===== config.mk =====
export PLATFORM = sky130hd
export DESIGN_NAME = cc_update_arbiter
export DESIGN_NICKNAME = d
export VERILOG_FILES = /design/src/rtl/cc_pkg.sv /design/src/rtl/rr_arbiter.sv /design/src/rtl/cc_update_arbiter.sv
export SDC_FILE = /design/constraint.sdc
export NUM_CORES = 1
export LEC_CHECK = 0
export CORE_MARGIN = 1.5
export CORE_UTILIZATION = 44
export DETAILED_ROUTE_END_ITERATION = 12
export GPL_TIMING_DRIVEN = 1
export PLACE_DENSITY = 0.86
export RECOVER_POWER = 25
export SYNTH_ARGS = -nofsm -noshare
export SYNTH_HDL_FRONTEND = slang
export SYNTH_SLANG_ARGS = --single-unit

===== constraint.sdc =====
create_clock -name Clk -period 3.9 [get_ports Clk]
set_input_delay 0.975 -clock Clk [delete_from_list [all_inputs] [get_ports Clk]]
set_output_delay 0.975 -clock Clk [all_outputs]
set_load 0.02 [all_outputs]

===== src/rtl/cc_pkg.sv =====
// ---------------------------------------------------------------------------
// cc_pkg
// Shared types and helpers for the NZP condition-code logic.
//   br_state_t : branch-resolution FSM state encoding
//   CC_N/Z/P   : one-hot NZP flag encodings {N,Z,P}
//   nzp_of()   : maps a writeback value's sign/zero status to an NZP code
// ---------------------------------------------------------------------------
package cc_pkg;

    typedef enum logic [1:0] {
        BR_IDLE = 2'd0,
        BR_WAIT = 2'd1,
        BR_RESP = 2'd2
    } br_state_t;

    localparam logic [2:0] CC_N = 3'b100;
    localparam logic [2:0] CC_Z = 3'b010;
    localparam logic [2:0] CC_P = 3'b001;

    // Takes status flags rather than the value itself so every producer can
    // share it regardless of its data width. Zero takes precedence over sign.
    function automatic logic [2:0] nzp_of(input logic is_neg, input logic is_zero);
        if (is_zero) begin
            return CC_Z;
        end
        if (is_neg) begin
            return CC_N;
        end
        return CC_P;
    endfunction

endpackage


===== src/rtl/rr_arbiter.sv =====
// ---------------------------------------------------------------------------
// rr_arbiter
// Round-robin arbiter: grants the first asserted request at or after the
// rotating pointer (wrapping N-1 -> 0); the pointer moves to the slot after
// the winner whenever a grant is issued.
// Ports:
//   Clk      in   system clock
//   Reset_n  in   asynchronous active-low reset (pointer -> 0)
//   req      in   [N-1:0] request vector
//   gnt      out  [N-1:0] one-hot (or zero) grant, combinational from req
// ---------------------------------------------------------------------------
module rr_arbiter #(
    parameter int N = 3
) (
    input  logic         Clk,
    input  logic         Reset_n,
    input  logic [N-1:0] req,
    output logic [N-1:0] gnt
);

    localparam int PW = (N > 1) ? $clog2(N) : 1;

    logic [PW-1:0] ptr_q;
    logic [PW-1:0] ptr_d;
    logic [PW-1:0] idx;
    logic [PW-1:0] win;
    logic [N-1:0]  gnt_raw;

    // Scan from the farthest offset back to the pointer so the last hit,
    // which is kept, is the nearest requester at or after the pointer.
    always_comb begin
        gnt_raw = '0;
        win     = '0;
        idx     = '0;
        for (int i = N - 1; i >= 0; i--) begin
            idx = PW'((int'(ptr_q) + i) % N);
            if (req[idx]) begin
                gnt_raw      = '0;
                gnt_raw[idx] = 1'b1;
                win          = idx;
            end
        end
    end

    always_comb begin
        ptr_d = ptr_q;
        if (|gnt_raw) begin
            ptr_d = (win == PW'(N - 1)) ? '0 : win + 1'b1;
        end
    end

    always_ff @(posedge Clk or negedge Reset_n) begin
        if (!Reset_n) begin
            ptr_q <= '0;
        end else begin
            ptr_q <= ptr_d;
        end
    end

    // Outputs must read zero while reset is held, even with requests pending.
    assign gnt = Reset_n ? gnt_raw : '0;

endmodule


===== src/rtl/cc_update_arbiter.sv =====
// ---------------------------------------------------------------------------
// cc_update_arbiter
// Owns the NZP condition-code flags, shares the CC update port between the
// ALU (0), memory load (1) and debug poke (2) writeback sources through a
// round-robin arbiter, and resolves BR nzp masks once in-flight CC writes
// have drained (or a stall limit expires).
// Ports:
//   Clk, Reset_n  clock / asynchronous active-low reset
//   wb_valid      [N_REQ]        source i has a value to set CC from
//   wb_data       [N_REQ*DATA_W] packed values, slice i at i*DATA_W
//   wb_ready      [N_REQ]        one-hot grant (combinational)
//   br_req        branch-resolution request, held until br_done
//   br_nzp        [3]  instruction n,z,p mask, captured on acceptance
//   br_done       1-cycle result strobe
//   br_taken      branch result, valid with br_done
//   br_timeout    resolution was forced by the stall limit
//   cc_out        [3]  current {N,Z,P}
// ---------------------------------------------------------------------------
module cc_update_arbiter
    import cc_pkg::*;
#(
    parameter int DATA_W    = 16,
    parameter int N_REQ     = 3,
    parameter int STALL_MAX = 15
) (
    input  logic                      Clk,
    input  logic                      Reset_n,
    input  logic [N_REQ-1:0]          wb_valid,
    input  logic [N_REQ*DATA_W-1:0]   wb_data,
    output logic [N_REQ-1:0]          wb_ready,
    input  logic                      br_req,
    input  logic [2:0]                br_nzp,
    output logic                      br_done,
    output logic                      br_taken,
    output logic                      br_timeout,
    output logic [2:0]                cc_out
);

    localparam int CNT_W = (STALL_MAX > 0) ? $clog2(STALL_MAX + 1) : 1;

    logic signed [DATA_W-1:0] wb_sel;
    logic [2:0]               cc_q;

    br_state_t                state_q, state_d;
    logic [2:0]               nzp_q, nzp_d;
    logic [CNT_W-1:0]         stall_q, stall_d, stall_inc;
    logic                     tmo_q, tmo_d;

    rr_arbiter #(
        .N (N_REQ)
    ) u_arb (
        .Clk     (Clk),
        .Reset_n (Reset_n),
        .req     (wb_valid),
        .gnt     (wb_ready)
    );

    // Only the granted slice is looked at; others are ignored.
    always_comb begin
        wb_sel = '0;
        for (int i = 0; i < N_REQ; i++) begin
            if (wb_ready[i]) begin
                wb_sel = wb_data[i*DATA_W +: DATA_W];
            end
        end
    end

    always_ff @(posedge Clk or negedge Reset_n) begin
        if (!Reset_n) begin
            cc_q <= '0;
        end else if (|wb_ready) begin
            cc_q <= nzp_of(wb_sel[DATA_W-1], wb_sel == '0);
        end
    end

    // Branch FSM: state register
    always_ff @(posedge Clk or negedge Reset_n) begin
        if (!Reset_n) begin
            state_q <= BR_IDLE;
            nzp_q   <= '0;
            stall_q <= '0;
            tmo_q   <= 1'b0;
        end else begin
            state_q <= state_d;
            nzp_q   <= nzp_d;
            stall_q <= stall_d;
            tmo_q   <= tmo_d;
        end
    end

    // Branch FSM: next state
    always_comb begin
        state_d   = state_q;
        nzp_d     = nzp_q;
        stall_d   = stall_q;
        tmo_d     = tmo_q;
        stall_inc = (stall_q == CNT_W'(STALL_MAX)) ? stall_q : stall_q + 1'b1;
        unique case (state_q)
            BR_IDLE: begin
                if (br_req) begin
                    nzp_d   = br_nzp;
                    stall_d = '0;
                    tmo_d   = 1'b0;
                    state_d = (|wb_valid) ? BR_WAIT : BR_RESP;
                end
            end
            BR_WAIT: begin
                stall_d = stall_inc;
                if (wb_valid == '0) begin
                    state_d = BR_RESP;
                end else if (stall_inc == CNT_W'(STALL_MAX)) begin
                    state_d = BR_RESP;
                    tmo_d   = 1'b1;
                end
            end
            BR_RESP: begin
                // br_req is still high here; it is not a fresh request.
                state_d = BR_IDLE;
            end
            default: begin
                state_d = BR_IDLE;
            end
        endcase
    end

    // Branch FSM: outputs. Uses the registered CC, so a write granted in the
    // response cycle does not influence the result.
    always_comb begin
        br_done    = 1'b0;
        br_taken   = 1'b0;
        br_timeout = 1'b0;
        if (state_q == BR_RESP) begin
            br_done    = 1'b1;
            br_taken   = (nzp_q == 3'b111) | (|(nzp_q & cc_q));
            br_timeout = tmo_q;
        end
    end

    assign cc_out = cc_q;

endmodule


==> results.env, run 1 <==
CLOCK_SINK_COUNT=15
LAYOUT_COMMONEST_CELL='clkdlybuf4s50_1'
UNREPAIRED_SETUP_ENDPOINTS_AFTER_GLOBAL_ROUTING='false'
CTS_HTREE_LEVELS=1
POST-DP-HPWL_MM=3.25
POSTPLACECELLAREA_SQ_UM=2060
YS_SEQ_AREA_FRAC=0.281
END_KIND='output pin'
ROUTE.VIAS.TOTAL=1577
TRITONCTS_CLOCK_TREE='done'
FINAL_MIN_PERIOD_OVER_CLOCK_PERIOD=0.958
WORSTSETUPPATHDEPTH=8
DIE_AREA_SQ_UM=3380
FINALINSTANCEAREA_SQ_UM=2090
DIE_WIDTH_UM=58.1
PATH_CLK_SLEW_NS=0.08
ASYNC_RESET_FF_FRAC=1.00
YS_SEQ_ELEMENTS=15
SEQPWRFRAC=0.225
DP.CELLS=257
POSTSYNTHAREAPERCELL_SQ_UM=8.52
GLOBALROUTE.TOTALOVERFLOW=0
RR_STARTPOINT='u_arb.ptr_q[1]'
POST_CTS.REPAIR.SETUP_BUFFERS=0
POWER_REPORT.INTERNAL_TOTAL_W=0.000708
GRT_PASS1_VIAS=1556
CRIT_START='wb_valid[1]'
ROUTE.ANTENNA.REMAINING_NETS=0
FIN_CRIT_NS=3.73
SLEW_VIOLATIONS=0
ROOT_BUFFER='clkbuf_4'
POST-ROUTE-DRC-COUNT=0
POSTSYNTHCELLCOUNT=157
INITIAL_UTIL=0.473
COMBINATIONALPOWERSHARE=0.703
MOST_USED_CELLS_IN_THE_LAYOUT_EXCLUDING_FILL_AND_TAP_CELLS='clkdlybuf4s50_1, dfrtp_1, a21oi_1'
WORST_HOLD_STARTPOINT='nzp_q[0]'
STATUS='complete, no violations'
YOSYS_MOST_USED_DFF='dfrtp_1'
POWER_LEAKAGE_nW=0.865
MAXSLEWHEADROOM=0.372
YOSYS_WARNING_TOTAL=0
DRT_FIRST_ITER_VIOLATIONS=101
EDFF_COUNT_SYNTH=0
VIASPERCELL=6.04
CRITICAL_PATH.N_BUFFERS_INVERTERS=3
FINCLKSKEW_NS=0.00805
CRIT_CHAIN='clkdlybuf4s50_1, buf_4, nand4b_1, o22ai_1, a311oi_2, nor2_2, and2_1, dlygate4sd2_1'
SYN_NETS=219
CRITPATHLAUNCHTYPE='input pin'
CLOCKPOWERSHARE=0.073
POST_LAYOUT_INSTANCE_COUNT_EXCLUDING_FILLER_CELLS=261
FINAL_CORE_UTILIZATION=0.739
SYNTH_TO_FINAL_AREA_CHANGE_PCT=56.4
WORST-ENDPOINT-ARRIVAL_NS=2.76
GP_CONGESTION=0.868
DESIGN.PORTCOUNT=66
MAX-VDD-IR-DROP_V=0.000263
CP_TOP_FAMILY='buffers and inverters'
FF2FF_PATH_DEPTH=8
POWER_DENSITY_nW_PER_UM2=603
CTS_INSERTED_BUFFERS=3
FINALHOLDWORSTSLACK_NS=0.544
FILLCELLCOUNT=232
SETUP_VIOL_COUNT_FINAL=0
SEQUENTIAL_CELL_AREA_SQ_UM=375
DRV.MAX_CAP_VIOLATION_COUNT=0
GRT_START_MAX_NET_PINS=19
CTS-ROOT-TO-SINK-BUFFERS=2
ANTENNA_FOUND_INITIAL=0
SYNTH_CELL_TYPE_COUNT=51
ROUTED_WIRELENGTH_MM=3.92
CRITPATHREQUIREDTIME_NS=2.92
LAYOUT.NETS=293
FINAL_HOLD_VIOL_COUNT=0
SYNTHESIS.AREA_SQ_UM=1340
NUMBER_OF_CELL_ROWS=19
DRTPASS1ITERATIONS=6
HOLD_PATH.CLASS='flop to flop'
MAXIMUM_FANOUT_COUNT_ALONG_THE_CRITICAL_PATH=10
MULTI_INPUT_COMB_AREA_SQ_UM=893
ANTENNA-DIODE-COUNT=0
WHS_PATH_DEPTH=1
NUMBER_OF_INPUT_AND_OUTPUT_PORT_BUFFERS_INSERTED=65
GRT_PASS1_WL_MM=6.61
HIGHEST_CLOCK_RATE_MHz=268
CLOCK_LATENCY_NS=0.30
CORE_AREA_SQ_UM=2830
SETUP.WORST_PATH.CLASS='input pin to output pin'
SW_FRAC_OF_TOTAL=0.439
TIMING_WORST_SLEW_PIN_VALUE_NS=0.942
DIE_Y_UM=58.1
CRIT_PATH_MAX_INCR_DELAY_NS=0.54
ROUTE.DETAILED.WL_PER_INST_UM=15.0
GLOBAL_ROUTE.USAGE.TOTAL=0.253
CPMAXSTAGEDELAYCELL='clkdlybuf4s50_1'
FINAL_LAYOUT_SIZE_SUFFIX_GT1_FRAC=0.117
POWER_SWITCHING_W=0.000554
-- synthesized netlist by cell type, types with 3 or more instances --
master    instances  share of area
a21oi_1          13          0.049
and2_1            4          0.019
mux2_2            5          0.042
dfrtp_1          15           0.28
buf_4             3          0.017
nand2_1          10          0.028
nor4_1           10          0.047
a311oi_1          3          0.020
inv_1             7          0.020
mux2i_1           3          0.022
nor2b_1           3          0.014
ha_1              5          0.047
nor3_1            3          0.011
o21ai_1           3          0.011
a211oi_1          4          0.022
nor3b_1           3          0.017
o21ai_0           3          0.011
a22o_1            3          0.020
o22ai_1           3          0.014
nor2_1           11          0.031
-- per-stage QoR --
step / setup slack (ns) / total power [W] / setup TNS, ns
after floorplan: 0.925 / 0.000869 / 0
after CTS: 0.188 / 0.00126 / 0
after global routing: 0.0583 / 0.00136 / 0
after global placement: -0.0769 / 0.00112 / -0.145
after detailed placement: -0.159 / 0.00117 / -0.368
final: 0.165 / 0.00126 / 0
-- per-layer routing --
metal,up-vias,part of all wire,track usage
li1,749,-,-
met1,752,0.40,0.304
met2,70,0.53,0.464
met3,6,0.064,0.0424
met4,0,0.010,0.0664
met5,-,0,0
-- worst reg2reg max path: stages (launching register included) --
cell and delay (ns):
dfrtp_1 0.42, inv_1 0.11, ha_1 0.50, mux2_4 0.36, a21o_1 0.19, a211o_1 0.30, a221o_1 0.36, or2_4 0.26
mux2_4 0.30
-- layout make-up --
type,instances,share of cell area
repair buffers,77,0.350
well taps,31,0.0185
inverters,7,0.0126
multi-input cells,127,0.427
clock buffers,4,0.0126
flip-flops and latches,15,0.179
-- worst paths after layout --
| path | endpoint | slack [ns] |
|---|---|---|
| setup / recovery | wb_ready[1] | 0.17 |
| hold / removal | nzp_q[0] | 0.54 |
| setup reg to reg | u_arb.ptr_q[0] | 0.98 |
| hold reg to reg | nzp_q[0] | 0.54 |
| max in group asynchronous | cc_out[1] | 1.87 |
| min in group asynchronous | tmo_q | 1.45 |
-- state kept, by name, indices dropped and copies added (netlist names) --
| signal | flops |
|---|---|
| nzp_q | 3 |
| cc_out | 3 |
| tmo_q | 1 |
| stall_q | 4 |
| state_q | 2 |
| u_arb.ptr_q | 2 |
-- timing repair --
| item | 4_1_cts | 5_1_grt |
|---|---|---|
| gates resized for setup | 7 | 0 |
| setup endpoints to repair | 3 | 0 |
| hold buffers | 0 | 0 |
-- power by group through the flow --
| stage | clock (W) | combinational, W | sequential [W] |
|---|---|---|---|
| 6_report | 0.0000916 | 0.000887 | 0.000284 |
| 5_1_grt | 0.0000971 | 0.000972 | 0.000293 |
| 4_1_cts | 0.0000928 | 0.000884 | 0.000282 |
| 3_5_place_dp | 0 | 0.000882 | 0.000286 |
| 3_3_place_gp | 0 | 0.000846 | 0.000277 |
| 2_1_floorplan | 0 | 0.000594 | 0.000276 |
-- kinds of logic (layout without fill, tap and decap cells) --
group,count (synthesis),after routing,share of synthesized area
DFF,15,15,0.281
muxes,10,10,0.0870
and+or+nand+nor,60,60,0.254
AOI/OAI and AO/OA,51,51,0.265
xor gates and xnor gates,1,1,0.00655
buffers and inverters,15,88,0.0599
adders and majority gates,5,5,0.0468
(Power assumes the default switching activity.)
==> run 2: changes to the inputs <==
--- a/config.mk
+++ b/config.mk
@@ -11,6 +11,7 @@
 export GPL_TIMING_DRIVEN = 1
 export PLACE_DENSITY = 0.86
 export RECOVER_POWER = 25
+export SKIP_LAST_GASP = 1
 export SYNTH_ARGS = -nofsm -noshare
 export SYNTH_HDL_FRONTEND = slang
 export SYNTH_SLANG_ARGS = --single-unit
==> constraint.sdc (replaced) <==
create_clock -name Clk -period 4.45 [get_ports Clk]
set_input_delay 1.1125 -clock Clk [delete_from_list [all_inputs] [get_ports Clk]]
set_output_delay 1.1125 -clock Clk [all_outputs]
set_load 0.02 [all_outputs]
==> results.env, run 2 (same netlist as run 1, synthesis figures left out) <==
CORE_AREA_SQ_UM=2830  # unchanged
LAYOUT.NETS=286  # -2.4%
CRITPATHLAUNCHTYPE='input pin'
MET2ROUTEDLENGTH_MM=1.93  # -6.4%
CRITICAL-PATH-TOP-CELL-BY-COUNT='clkdlybuf4s50_1'
WORST_HOLD_STARTPOINT='nzp_q[0]'
CLOCK_LATENCY_NS=0.29  # about the same
FINCLKSKEW_NS=0.0145  # +0.00640 ns
ANTENNA_FOUND_INITIAL=0  # unchanged
GLOBAL_ROUTE.USAGE.TOTAL=0.240  # -0.0129
POWER_LEAKAGE_nW=0.829  # -4.1%
END_KIND='output pin'
CTS_INSERTED_BUFFERS=3  # unchanged
LAYOUT_COMMONEST_CELL='clkdlybuf4s50_1'
MAXIMUM_FANOUT_COUNT_ALONG_THE_CRITICAL_PATH=8  # -2
MET3WIRELENGTH_UM=317  # +26%
DP.CELLS=250  # -2.7%
GRT_START_MAX_NET_PINS=19  # unchanged
SETUP.WORST_PATH.CLASS='input pin to output pin'
DRTPASS1ITERATIONS=8  # +2
SETUP_SLACK_NS=0.0755  # -0.0899 ns
VIOLATIONS='DRC'
FIN_CRIT_NS=4.37
PATH_CLK_SLEW_NS=0.08  # about the same
MOST_USED_CELLS_IN_THE_LAYOUT_EXCLUDING_FILL_AND_TAP_CELLS='clkdlybuf4s50_1, dfrtp_1, a21oi_1'
SETUP_VIOL_COUNT_FINAL=0  # unchanged
GRT_PASS1_WL_MM=6.31  # -4.6%
POST_LAYOUT_INSTANCE_COUNT_EXCLUDING_FILLER_CELLS=254  # -2.7%
ROUTE.DETAILED.WL_PER_INST_UM=15.0  # -0.16%
SETUP_TNS_NS=0  # unchanged
DIE_WIDTH_UM=58.1  # unchanged
POWER_DENSITY_nW_PER_UM2=519  # -14%
POST-ROUTE-DRC-COUNT=2  # +2
FINAL_LAYOUT_SIZE_SUFFIX_GT1_FRAC=0.0897  # -0.0277
MAX_FLOP_REGISTER='stall_q'
CTS_HTREE_LEVELS=1  # unchanged
ROUTE.ANTENNA.REMAINING_NETS=0  # unchanged
ROOT_BUFFER='clkbuf_4'
NUMBER_OF_HOLD_BUFFERS_ADDED_AFTER_CTS=0  # unchanged
M1WIRELENGTH_MM=1.49  # -5.0%
CRITPATHREQUIREDTIME_NS=3.34  # +0.42 ns
DIE_Y_UM=58.1  # unchanged
CRITICAL_PATH.N_BUFFERS_INVERTERS=3  # unchanged
DRT_FIRST_ITER_VIOLATIONS=120  # +19%
DESIGN.PORTCOUNT=66  # unchanged
LARGEST_REGISTER_FFS=4  # unchanged
NUMBER_OF_INPUT_AND_OUTPUT_PORT_BUFFERS_INSERTED=65  # unchanged
CPMAXSTAGEDELAYCELL='clkdlybuf4s50_1'
TRITONCTS_CLOCK_TREE='done'
MAXSLEWHEADROOM=0.355  # -0.0168
SLEW_VIOLATIONS=0  # unchanged
GRT_PASS1_VIAS=1462  # -6.0%
MAX-VDD-IR-DROP_V=0.000227  # -13%
FINAL_MIN_PERIOD_OVER_CLOCK_PERIOD=0.983
SYNTH_TO_FINAL_AREA_CHANGE_PCT=52.7
WORST-ENDPOINT-ARRIVAL_NS=3.26  # +0.50 ns
HOLD_PATH.CLASS='flop to flop'
STATUS='finished, violations left'
VIASPERCELL=6.00  # -0.76%
ROUTE.VIAS.TOTAL=1523  # -3.4%
UNREPAIRED_SETUP_ENDPOINTS_AFTER_GLOBAL_ROUTING='false'
CTS-ROOT-TO-SINK-BUFFERS=2  # unchanged
CRIT_START='wb_valid[1]'
TIMING_WORST_SLEW_PIN_VALUE_NS=0.968  # +0.0252 ns
ANTENNA-DIODE-COUNT=0  # unchanged
POST_PLACEMENT_SETUP_SLACK_NS=0.0779  # +0.237 ns
CLOCK_SINK_COUNT=15  # unchanged
FINAL_HOLD_VIOL_COUNT=0  # unchanged
HIGHEST_CLOCK_RATE_MHz=229
CRIT_PATH_MAX_INCR_DELAY_NS=0.65  # +0.11 ns
CRIT_CHAIN='clkdlybuf4s50_1, buf_4, nand4b_1, o22ai_1, a311oi_1, nor2_2, and2_1, clkdlybuf4s50_1'
DIE_AREA_SQ_UM=3380  # unchanged
INITIAL_UTIL=0.473  # unchanged
POST-DP-HPWL_MM=3.16  # -2.7%
GP_CONGESTION=0.809  # -6.9%
GLOBALROUTE.TOTALOVERFLOW=0  # unchanged
NUMBER_OF_CELL_ROWS=19  # unchanged
CP_TOP_FAMILY='buffers and inverters'
POST_CTS.REPAIR.SETUP_BUFFERS=0  # unchanged
RR_STARTPOINT='u_arb.ptr_q[1]'
DRV.MAX_CAP_VIOLATION_COUNT=0  # unchanged
ROUTED_WIRELENGTH_MM=3.81  # -2.8%
TOP_LAYER_USED='met4'
==> run 2: cell types whose count changed in the layout (fill, tap and decap cells not counted), sizes merged <==
cell,previous run,this run
dlymetal6s2s,0,1
clkbuf,5,4
buf,11,4
clkinv,0,1
dlygate4sd2,4,0
clkdlybuf4s50,60,63
==> run 2: layer usage <==
layer,up-vias,GRT usage
li1,738,-
met1,684,0.290
met2,93,0.425
met3,8,0.0558
met4,0,0.0664
met5,-,0
==> run 2: cell type report <==
type | instances | area [sq um]
fillers | 217 | 787
repair buffers | 70 | 687
inverters | 7 | 26.3
multi-input cells | 127 | 887
clock buffers | 3 | 22.5
clock inverters | 1 | 5.00
flip-flops and latches | 15 | 375
well taps | 31 | 38.8
==> run 2: what timing repair did <==
| action | CTS | global route |
|---|---|---|
| endpoints found under the setup margin | 0 | 3 |
| hold endpoints to repair | 0 | 0 |
| gates resized for setup | 0 | 2 |
==> run 2: power by group <==
part / internal, W / leakage, nW / switching (W) / total (W)
Clock: 0.0000334 / 0.0177 / 0.0000437 / 0.0000771
Sequential: 0.000189 / 0.186 / 0.0000572 / 0.000247
Combinational: 0.000371 / 0.626 / 0.000366 / 0.000737
Total: 0.000594 / 0.829 / 0.000467 / 0.00106
==> run 2: worst reg2reg max path, delay by kind of cell, from the launching register on <==
| family | cells | cell delay, ns |
|---|---|---|
| mux | 2 | 0.70 |
| fa+ha+maj | 1 | 0.50 |
| compound gates | 4 | 1.03 |
| flops | 1 | 0.42 |
| buf+inv | 1 | 0.10 |
==> run 2: worst paths after layout <==
check / endpoint / slack [ns] / cells after the start
setup reg to reg: cc_out[2] / 1.56 / 8
hold / removal: nzp_q[0] / 0.52 / 1
max in group asynchronous: nzp_q[0] / 2.25 / 2
setup / recovery: wb_ready[1] / 0.08 / 8
hold reg to reg: nzp_q[0] / 0.52 / 1
min in group asynchronous: u_arb.ptr_q[1] / 1.60 / 2
==> run 2: metrics by stage <==
step / instance area (sq um) / hold WS [ns] / total power [W] / utilization
2_1_floorplan: 1340 / 0.462 / 0.000762 / -
3_3_place_gp: 2010 / 0.494 / 0.000950 / 0.711
3_5_place_dp: 2010 / 0.498 / 0.000973 / 0.711
4_1_cts: 2040 / 0.516 / 0.00105 / 0.720
5_1_grt: 2040 / 0.525 / 0.00114 / 0.722
6_report: 2040 / 0.518 / 0.00106 / 0.722
==> run 3: changes to the inputs <==
--- a/config.mk
+++ b/config.mk
@@ -5,6 +5,7 @@
 export SDC_FILE = /design/constraint.sdc
 export NUM_CORES = 1
 export LEC_CHECK = 0
+export CAP_MARGIN = 20
 export CORE_MARGIN = 1.5
 export CORE_UTILIZATION = 44
 export DETAILED_ROUTE_END_ITERATION = 12
==> results of run 3 <==
The final DEF is identical to that of run 2; final timing and power are the same.
